[src/rtl/card_shoe_dealer_if.sv]
// Card shoe dealer bus.
// Groups the request/seed/shuffle controls and the dealt-card outputs of
// card_shoe_dealer so that a controller and the dealer connect through one port.
//   master : controller side, drives seed/load_seed/req/shuffle, observes card outputs
//   slave  : dealer side, the reverse
// Signals:
//   seed[4:0]       LFSR seed, sampled with load_seed
//   load_seed       load LFSR with {1'b1, seed}
//   req             request one card
//   shuffle         clear the used-card bitmap / abort a draw
//   card_value[4:0] point value of the last dealt card
//   card_index[5:0] deck index 0..51 of the last dealt card
//   card_valid      one-cycle pulse marking a new card
//   busy            dealer is drawing or presenting
//   deck_empty      no undealt cards remain
//   cards_left[5:0] undealt cards, 0..52
interface card_shoe_dealer_if;
  logic [4:0] seed;
  logic       load_seed;
  logic       req;
  logic       shuffle;
  logic [4:0] card_value;
  logic [5:0] card_index;
  logic       card_valid;
  logic       busy;
  logic       deck_empty;
  logic [5:0] cards_left;

  modport master (
    output seed, load_seed, req, shuffle,
    input  card_value, card_index, card_valid, busy, deck_empty, cards_left
  );

  modport slave (
    input  seed, load_seed, req, shuffle,
    output card_value, card_index, card_valid, busy, deck_empty, cards_left
  );
endinterface

[src/rtl/card_shoe_dealer.sv]
// Card shoe dealer.
// Deals pseudo-random cards from a single 52-card deck without replacement. A 6-bit
// maximal-length LFSR (x^6+x^5+1) proposes a candidate each DRAW cycle; values 1..52
// map to deck indices 0..51 and a used-card bitmap rejects repeats. Each dealt card is
// presented as a point value with a one-cycle card_valid pulse.
// Ports:
//   clk    system clock, rising edge
//   reset  asynchronous active-low reset
//   bus    card_shoe_dealer_if.slave (seed/load_seed/req/shuffle in, card outputs out)
// Parameters:
//   ACE_VALUE     points for rank 0
//   FACE_VALUE    points for ranks 10..12
//   RESHUFFLE_AT  auto-reshuffle once cards_left <= this after a deal; 0 disables
// Optional feature: define DEALER_INFINITE_DECK_EN to draw with replacement (no bitmap,
// cards_left fixed at 52, deck_empty fixed at 0, RESHUFFLE_AT ignored).
module card_shoe_dealer #(
  parameter int unsigned ACE_VALUE    = 11,
  parameter int unsigned FACE_VALUE   = 10,
  parameter int unsigned RESHUFFLE_AT = 0
) (
  input  logic                 clk,
  input  logic                 reset,
  card_shoe_dealer_if.slave    bus
);

  typedef enum logic [1:0] {StIdle, StDraw, StPresent} state_e;

  localparam logic [5:0] DeckSize = 6'd52;

  state_e     state_q, state_d;
  logic [5:0] lfsr_q, lfsr_d;
  logic [5:0] card_index_q, card_index_d;
  logic [4:0] card_value_q, card_value_d;
  logic       card_valid_q, card_valid_d;
  logic       busy_q, busy_d;

  logic [5:0] lfsr_next;
  logic [5:0] cand_idx;
  logic       cand_in_deck;
  logic       hit;
  logic       clear;
  logic       take;
  logic       auto_reshuffle;
  logic [5:0] cards_left;

  assign lfsr_next    = {lfsr_q[4:0], lfsr_q[5] ^ lfsr_q[4]};
  assign cand_idx     = lfsr_q - 6'd1;
  // LFSR is never zero, so only the upper bound needs checking.
  assign cand_in_deck = (lfsr_q <= DeckSize);

  // idx % 13 by conditional subtraction, then rank -> points.
  function automatic logic [4:0] point_value(input logic [5:0] idx);
    logic [5:0] rank;
    rank = idx;
    if (rank >= 6'd39)      rank = rank - 6'd39;
    else if (rank >= 6'd26) rank = rank - 6'd26;
    else if (rank >= 6'd13) rank = rank - 6'd13;
    if (rank == 6'd0)       return 5'(ACE_VALUE);
    else if (rank >= 6'd10) return 5'(FACE_VALUE);
    else                    return 5'(rank + 6'd1);
  endfunction

`ifdef DEALER_INFINITE_DECK_EN
  assign hit            = cand_in_deck;
  assign auto_reshuffle = 1'b0;
  assign cards_left     = DeckSize;
`else
  logic [51:0] used_q, used_d;
  logic [5:0]  cards_left_q, cards_left_d;

  assign hit            = cand_in_deck && !used_q[cand_idx];
  // Evaluated in PRESENT, where cards_left_q already reflects the hit.
  assign auto_reshuffle = (RESHUFFLE_AT != 0) && (32'(cards_left_q) <= RESHUFFLE_AT);
  assign cards_left     = cards_left_q;

  always_comb begin
    used_d       = used_q;
    cards_left_d = cards_left_q;
    if (clear) begin
      used_d       = '0;
      cards_left_d = DeckSize;
    end else if (take) begin
      used_d[cand_idx] = 1'b1;
      cards_left_d     = cards_left_q - 6'd1;
    end
  end

  always_ff @(posedge clk or negedge reset) begin
    if (!reset) begin
      used_q       <= '0;
      cards_left_q <= DeckSize;
    end else begin
      used_q       <= used_d;
      cards_left_q <= cards_left_d;
    end
  end
`endif

  always_comb begin
    state_d      = state_q;
    lfsr_d       = lfsr_q;
    card_index_d = card_index_q;
    card_value_d = card_value_q;
    clear        = 1'b0;
    take         = 1'b0;
    case (state_q)
      StIdle: begin
        // shuffle > load_seed > req; losers are dropped.
        if (bus.shuffle) begin
          clear = 1'b1;
        end else if (bus.load_seed) begin
          lfsr_d = {1'b1, bus.seed};
        end else if (bus.req && (cards_left != 6'd0)) begin
          state_d = StDraw;
        end
      end
      StDraw: begin
        lfsr_d = lfsr_next;
        if (bus.shuffle) begin
          clear   = 1'b1;
          state_d = StIdle;
        end else if (hit) begin
          take         = 1'b1;
          card_index_d = cand_idx;
          card_value_d = point_value(cand_idx);
          state_d      = StPresent;
        end
      end
      StPresent: begin
        // The pulse always completes; any clear lands on the edge leaving PRESENT.
        clear   = bus.shuffle || auto_reshuffle;
        state_d = StIdle;
      end
      default: state_d = StIdle;
    endcase
    card_valid_d = (state_d == StPresent);
    busy_d       = (state_d != StIdle);
  end

  always_ff @(posedge clk or negedge reset) begin
    if (!reset) begin
      state_q      <= StIdle;
      lfsr_q       <= 6'b000001;
      card_index_q <= '0;
      card_value_q <= '0;
      card_valid_q <= 1'b0;
      busy_q       <= 1'b0;
    end else begin
      state_q      <= state_d;
      lfsr_q       <= lfsr_d;
      card_index_q <= card_index_d;
      card_value_q <= card_value_d;
      card_valid_q <= card_valid_d;
      busy_q       <= busy_d;
    end
  end

  assign bus.card_value = card_value_q;
  assign bus.card_index = card_index_q;
  assign bus.card_valid = card_valid_q;
  assign bus.busy       = busy_q;
  assign bus.cards_left = cards_left;
  assign bus.deck_empty = (cards_left == 6'd0);

endmodule
[src/flat_wrapper.sv]
// flat-port wrapper written by rule: the top's interface ports become plain ports
module card_shoe_dealer_flat 
#(
  parameter int unsigned ACE_VALUE    = 11,
  parameter int unsigned FACE_VALUE   = 10,
  parameter int unsigned RESHUFFLE_AT = 0
)
  (clk, reset, bus_seed, bus_load_seed, bus_req, bus_shuffle, bus_card_value, bus_card_index, bus_card_valid, bus_busy, bus_deck_empty, bus_cards_left);
  card_shoe_dealer_if bus_i ();
  input  logic clk;
  input  logic reset;
  input wire logic [$bits(bus_i.seed)-1:0] bus_seed;
  input wire logic [$bits(bus_i.load_seed)-1:0] bus_load_seed;
  input wire logic [$bits(bus_i.req)-1:0] bus_req;
  input wire logic [$bits(bus_i.shuffle)-1:0] bus_shuffle;
  output wire logic [$bits(bus_i.card_value)-1:0] bus_card_value;
  output wire logic [$bits(bus_i.card_index)-1:0] bus_card_index;
  output wire logic [$bits(bus_i.card_valid)-1:0] bus_card_valid;
  output wire logic [$bits(bus_i.busy)-1:0] bus_busy;
  output wire logic [$bits(bus_i.deck_empty)-1:0] bus_deck_empty;
  output wire logic [$bits(bus_i.cards_left)-1:0] bus_cards_left;
  assign bus_i.seed = bus_seed;
  assign bus_i.load_seed = bus_load_seed;
  assign bus_i.req = bus_req;
  assign bus_i.shuffle = bus_shuffle;
  assign bus_card_value = bus_i.card_value;
  assign bus_card_index = bus_i.card_index;
  assign bus_card_valid = bus_i.card_valid;
  assign bus_busy = bus_i.busy;
  assign bus_deck_empty = bus_i.deck_empty;
  assign bus_cards_left = bus_i.cards_left;
  card_shoe_dealer #(.ACE_VALUE(ACE_VALUE), .FACE_VALUE(FACE_VALUE), .RESHUFFLE_AT(RESHUFFLE_AT)) u_core (.clk(clk), .reset(reset), .bus(bus_i));
endmodule
[config.mk]
export PLATFORM = sky130hd
export DESIGN_NAME = card_shoe_dealer_flat
export DESIGN_NICKNAME = d
export VERILOG_FILES = /design/src/rtl/card_shoe_dealer_if.sv /design/src/rtl/card_shoe_dealer.sv /design/src/flat_wrapper.sv
export SDC_FILE = /design/constraint.sdc
export NUM_CORES = 1
export LEC_CHECK = 0
export CORE_MARGIN = 5
export CORE_UTILIZATION = 54
export DETAILED_ROUTE_END_ITERATION = 16
export PLACE_DENSITY = 0.87
export SYNTH_ARGS = -nofsm -noshare
export SYNTH_HDL_FRONTEND = slang
export SYNTH_SLANG_ARGS = --single-unit
[constraint.sdc]
create_clock -name clk -period 4.9 [get_ports clk]
set_input_delay 1.47 -clock clk [delete_from_list [all_inputs] [get_ports clk]]
set_output_delay 1.47 -clock clk [all_outputs]
set_load 0.03 [all_outputs]
==> impl_metrics.yaml <==
global_routing:
  grtUsageMet1: 0.308
  first_global_vias: 3898
  overflow: 0
  antenna_found_initial: 0
  grt_max_degree: 80
  grt_util_met3: 0.0335
  busiest_layer: "met2"
  grt_util_met2: 0.341
  grt_pass1_wl_mm: 19.8
  grt.total_usage: 0.222
place:
  dp_hpwl_mm: 8.18
  numPortBuffers: 29
  place_inst: 605
  place_congestion: 0.948
final_layout:
  multiInputGateArea_mm2: 0.00251
  final_common_cell: "dfrtp_1"
  syn_to_final_growth_pct: 10.3
  diodes: 0
  seq_area_mm2: 0.00198
  nets: 533
  final_cells: 621
  layout_common_cells: "dfrtp_1 (75), nand2_1 (68), nor2_1 (50)"
  drive_gt1_frac: 0.127
  fillers: 715
sta:
  finalMaxSlewViolations: 0
  max_freq_mhz: 228
  timing.slew.headroom: 0.198
  tns_ps: 0
  fin_crit_sh: 0.895
  max_slew.worst_pin.slew_ps: 1200
  rsz0062_at_grt: "false"
  final-hold-violation-count: 0
  layout_min_cycle_time_ps: 4390
  fin_skew_ps: 8.52
  finalSetupViolCount: 0
power:
  irDropWorstVdd_mv: 0.325
  p_leak_nw: 2.18
  p_per_area_mw_per_mm2: 485
  combinationalPowerShare: 0.482
  clkPwrFrac: 0.198
  p_int_mw: 1.43
  p_sw_mw: 1.12
  swShare: 0.440
  p_seq_frac: 0.320
drt:
  drc: 0
  vias: 4023
  drtIter0Drc: 424
  vias_per_cell: 6.48
  ant_nets: 0
  routed_wl_mm: 11.9
  wire_per_inst_um: 19.1
  drt_pre_antenna_iters: 5
die:
  die_area_mm2: 0.0108
  die_w_um: 104
  design.core.area_mm2: 0.00864
  rows: 34
  ios: 30
  initial_core_util: 0.551
  die_y_um: 104
setup_path:
  required_ps: 5150
  r2r_slack_ps: 510
  ff2ff_path_depth: 12
  path_max_fanout: 18
  critPathKind: "reg -> reg"
  arrival_ps: 4640
  rr_startpoint: "u_core.lfsr_q[1]"
  start_kind: "register"
  crit_path_end_kind: "register"
  reg2reg_to: "u_core.bus.card_value[1]"
synth:
  yosysSeqAreaShare: 0.417
  ys_top_cells_by_area: "dfrtp_1 (39%), mux4_2 (6.2%), nand2_1 (5.4%), ha_1 (3.9%), nor2_1 (3.9%)"
  synth_top_area_cell: "dfrtp_1"
  async_flop_share: 1.00
  yosys_warnings: 0
  ys.flop_type: "dfrtp_1"
  ys_types: 76
  syn_avg_cell_area_um2: 9.57
  syn-num-nets: 522
  yosysTopAreaCellShare: 0.395
  synth_edf_count: 0
  netlist_area_mm2: 0.00476
  ys_seq_elements: 79
  synthCells: 497
cts:
  numCtsBuffers: 9
  htreeDepth: 3
  cts_root_buffer: "clkbuf_8"
  cts_hold_buf: 0
  clkSinkCount: 79
  post_cts_resized: 0
  cts_tree: "yes"
  postCtsSetupBuffers: 0
  clkTransAtPathRegs_ps: 90
  cts_buffer_depth: 2
  insertion_delay_ps: 360
min_path:
  holdPathStages: 2
  hp-class: "reg -> reg"
  min_from: "u_core.used_q[13]"
  hold_end: "u_core.used_q[13]"
job:
  drv_cap: 0
run_status:
  status: "completed"
==> sequential cells by signal, indices dropped and copies added (netlist names) <==
name	count
u_core.used_q	52
u_core.bus.card_index	6
u_core.bus.cards_left	6
u_core.lfsr_q	6
u_core.bus.card_value	5
u_core.state_q	2
u_core.bus.busy	1
u_core.bus.card_valid	1
==> routing by layer <==
layer  share of wire  vias to the layer above
met5               0                        -
met4           0.036                        0
met3           0.071                       40
met2            0.47                      193
met1            0.42                     1962
li1                -                     1828
==> synth_stat cells (5+ instances only) <==
| master | n |
|---|---|
| ha_1 | 15 |
| clkbuf_1 | 14 |
| dfrtp_1 | 75 |
| a32o_1 | 7 |
| a21oi_1 | 20 |
| a31oi_1 | 11 |
| mux4_2 | 13 |
| o21a_1 | 11 |
| nor2b_1 | 8 |
| o22ai_1 | 8 |
| nor3_1 | 6 |
| buf_2 | 14 |
| nor2_1 | 50 |
| a211oi_1 | 5 |
| nand2_1 | 68 |
| o21ai_0 | 28 |
| inv_1 | 15 |
| nand3_1 | 8 |
| a22o_1 | 8 |
==> kinds of logic after synthesis <==
logic type | after synthesis | synth area share
simple gates | 174 | 0.172
compound gates | 145 | 0.220
flops | 79 | 0.417
buf+inv | 55 | 0.0550
mux | 20 | 0.0771
fa+ha+maj | 15 | 0.0395
xor+xnor | 9 | 0.0197
==> worst max-delay path, cell delays in order (launching register included) <==
cell	delay [ps]
dfrtp_1	750
inv_1	220
ha_1	620
inv_1	250
ha_1	340
nand2_1	190
nand3_1	110
a21boi_1	190
a2111oi_0	450
nor4_2	170
ha_1	250
o41a_1	440
o32a_1	300
==> worst max-delay path by stage <==
stage	start	end	slack (ps)	cells past startpoint
floorplan	u_core.lfsr_q[0]	u_core.bus.card_value[1]	230	18
global placement	u_core.lfsr_q[1]	u_core.used_q[28]	540	12
detailed placement	u_core.lfsr_q[1]	u_core.used_q[28]	380	12
CTS	u_core.lfsr_q[1]	u_core.used_q[28]	350	12
global route	u_core.lfsr_q[1]	u_core.bus.card_value[2]	220	15
finish	u_core.lfsr_q[1]	u_core.bus.card_value[1]	510	12
==> area by class of cell <==
class,instances,area share
clock buffers,10,0.0262
clock inverters,6,0.0124
inverters,19,0.0136
multi-input cells,363,0.479
flip-flops and latches,79,0.378
well taps,108,0.0258
repair buffers,36,0.0649
==> metrics by stage <==
stage | total power [mW] | hold WS [ps] | util | area, um2 | worst slack [ps]
final | 2.55 | 486 | 0.608 | 5250 | 513
after global routing | 2.69 | 503 | 0.608 | 5250 | 215
after CTS | 2.53 | 486 | 0.607 | 5250 | 349
after global placement | 2.01 | 459 | 0.584 | 5040 | 538
after detailed placement | 2.03 | 468 | 0.584 | 5040 | 377
after floorplan | 1.70 | 445 | - | 4760 | 234
==> power groups by stage <==
stage | Sequential (mW) | Clock [mW] | Combinational (mW)
5_1_grt | 0.827 | 0.534 | 1.33
6_report | 0.815 | 0.504 | 1.23
3_5_place_dp | 0.826 | 0 | 1.20
4_1_cts | 0.812 | 0.508 | 1.21
2_1_floorplan | 0.855 | 0 | 0.848
3_3_place_gp | 0.823 | 0 | 1.19
(Power assumes the default switching activity.)
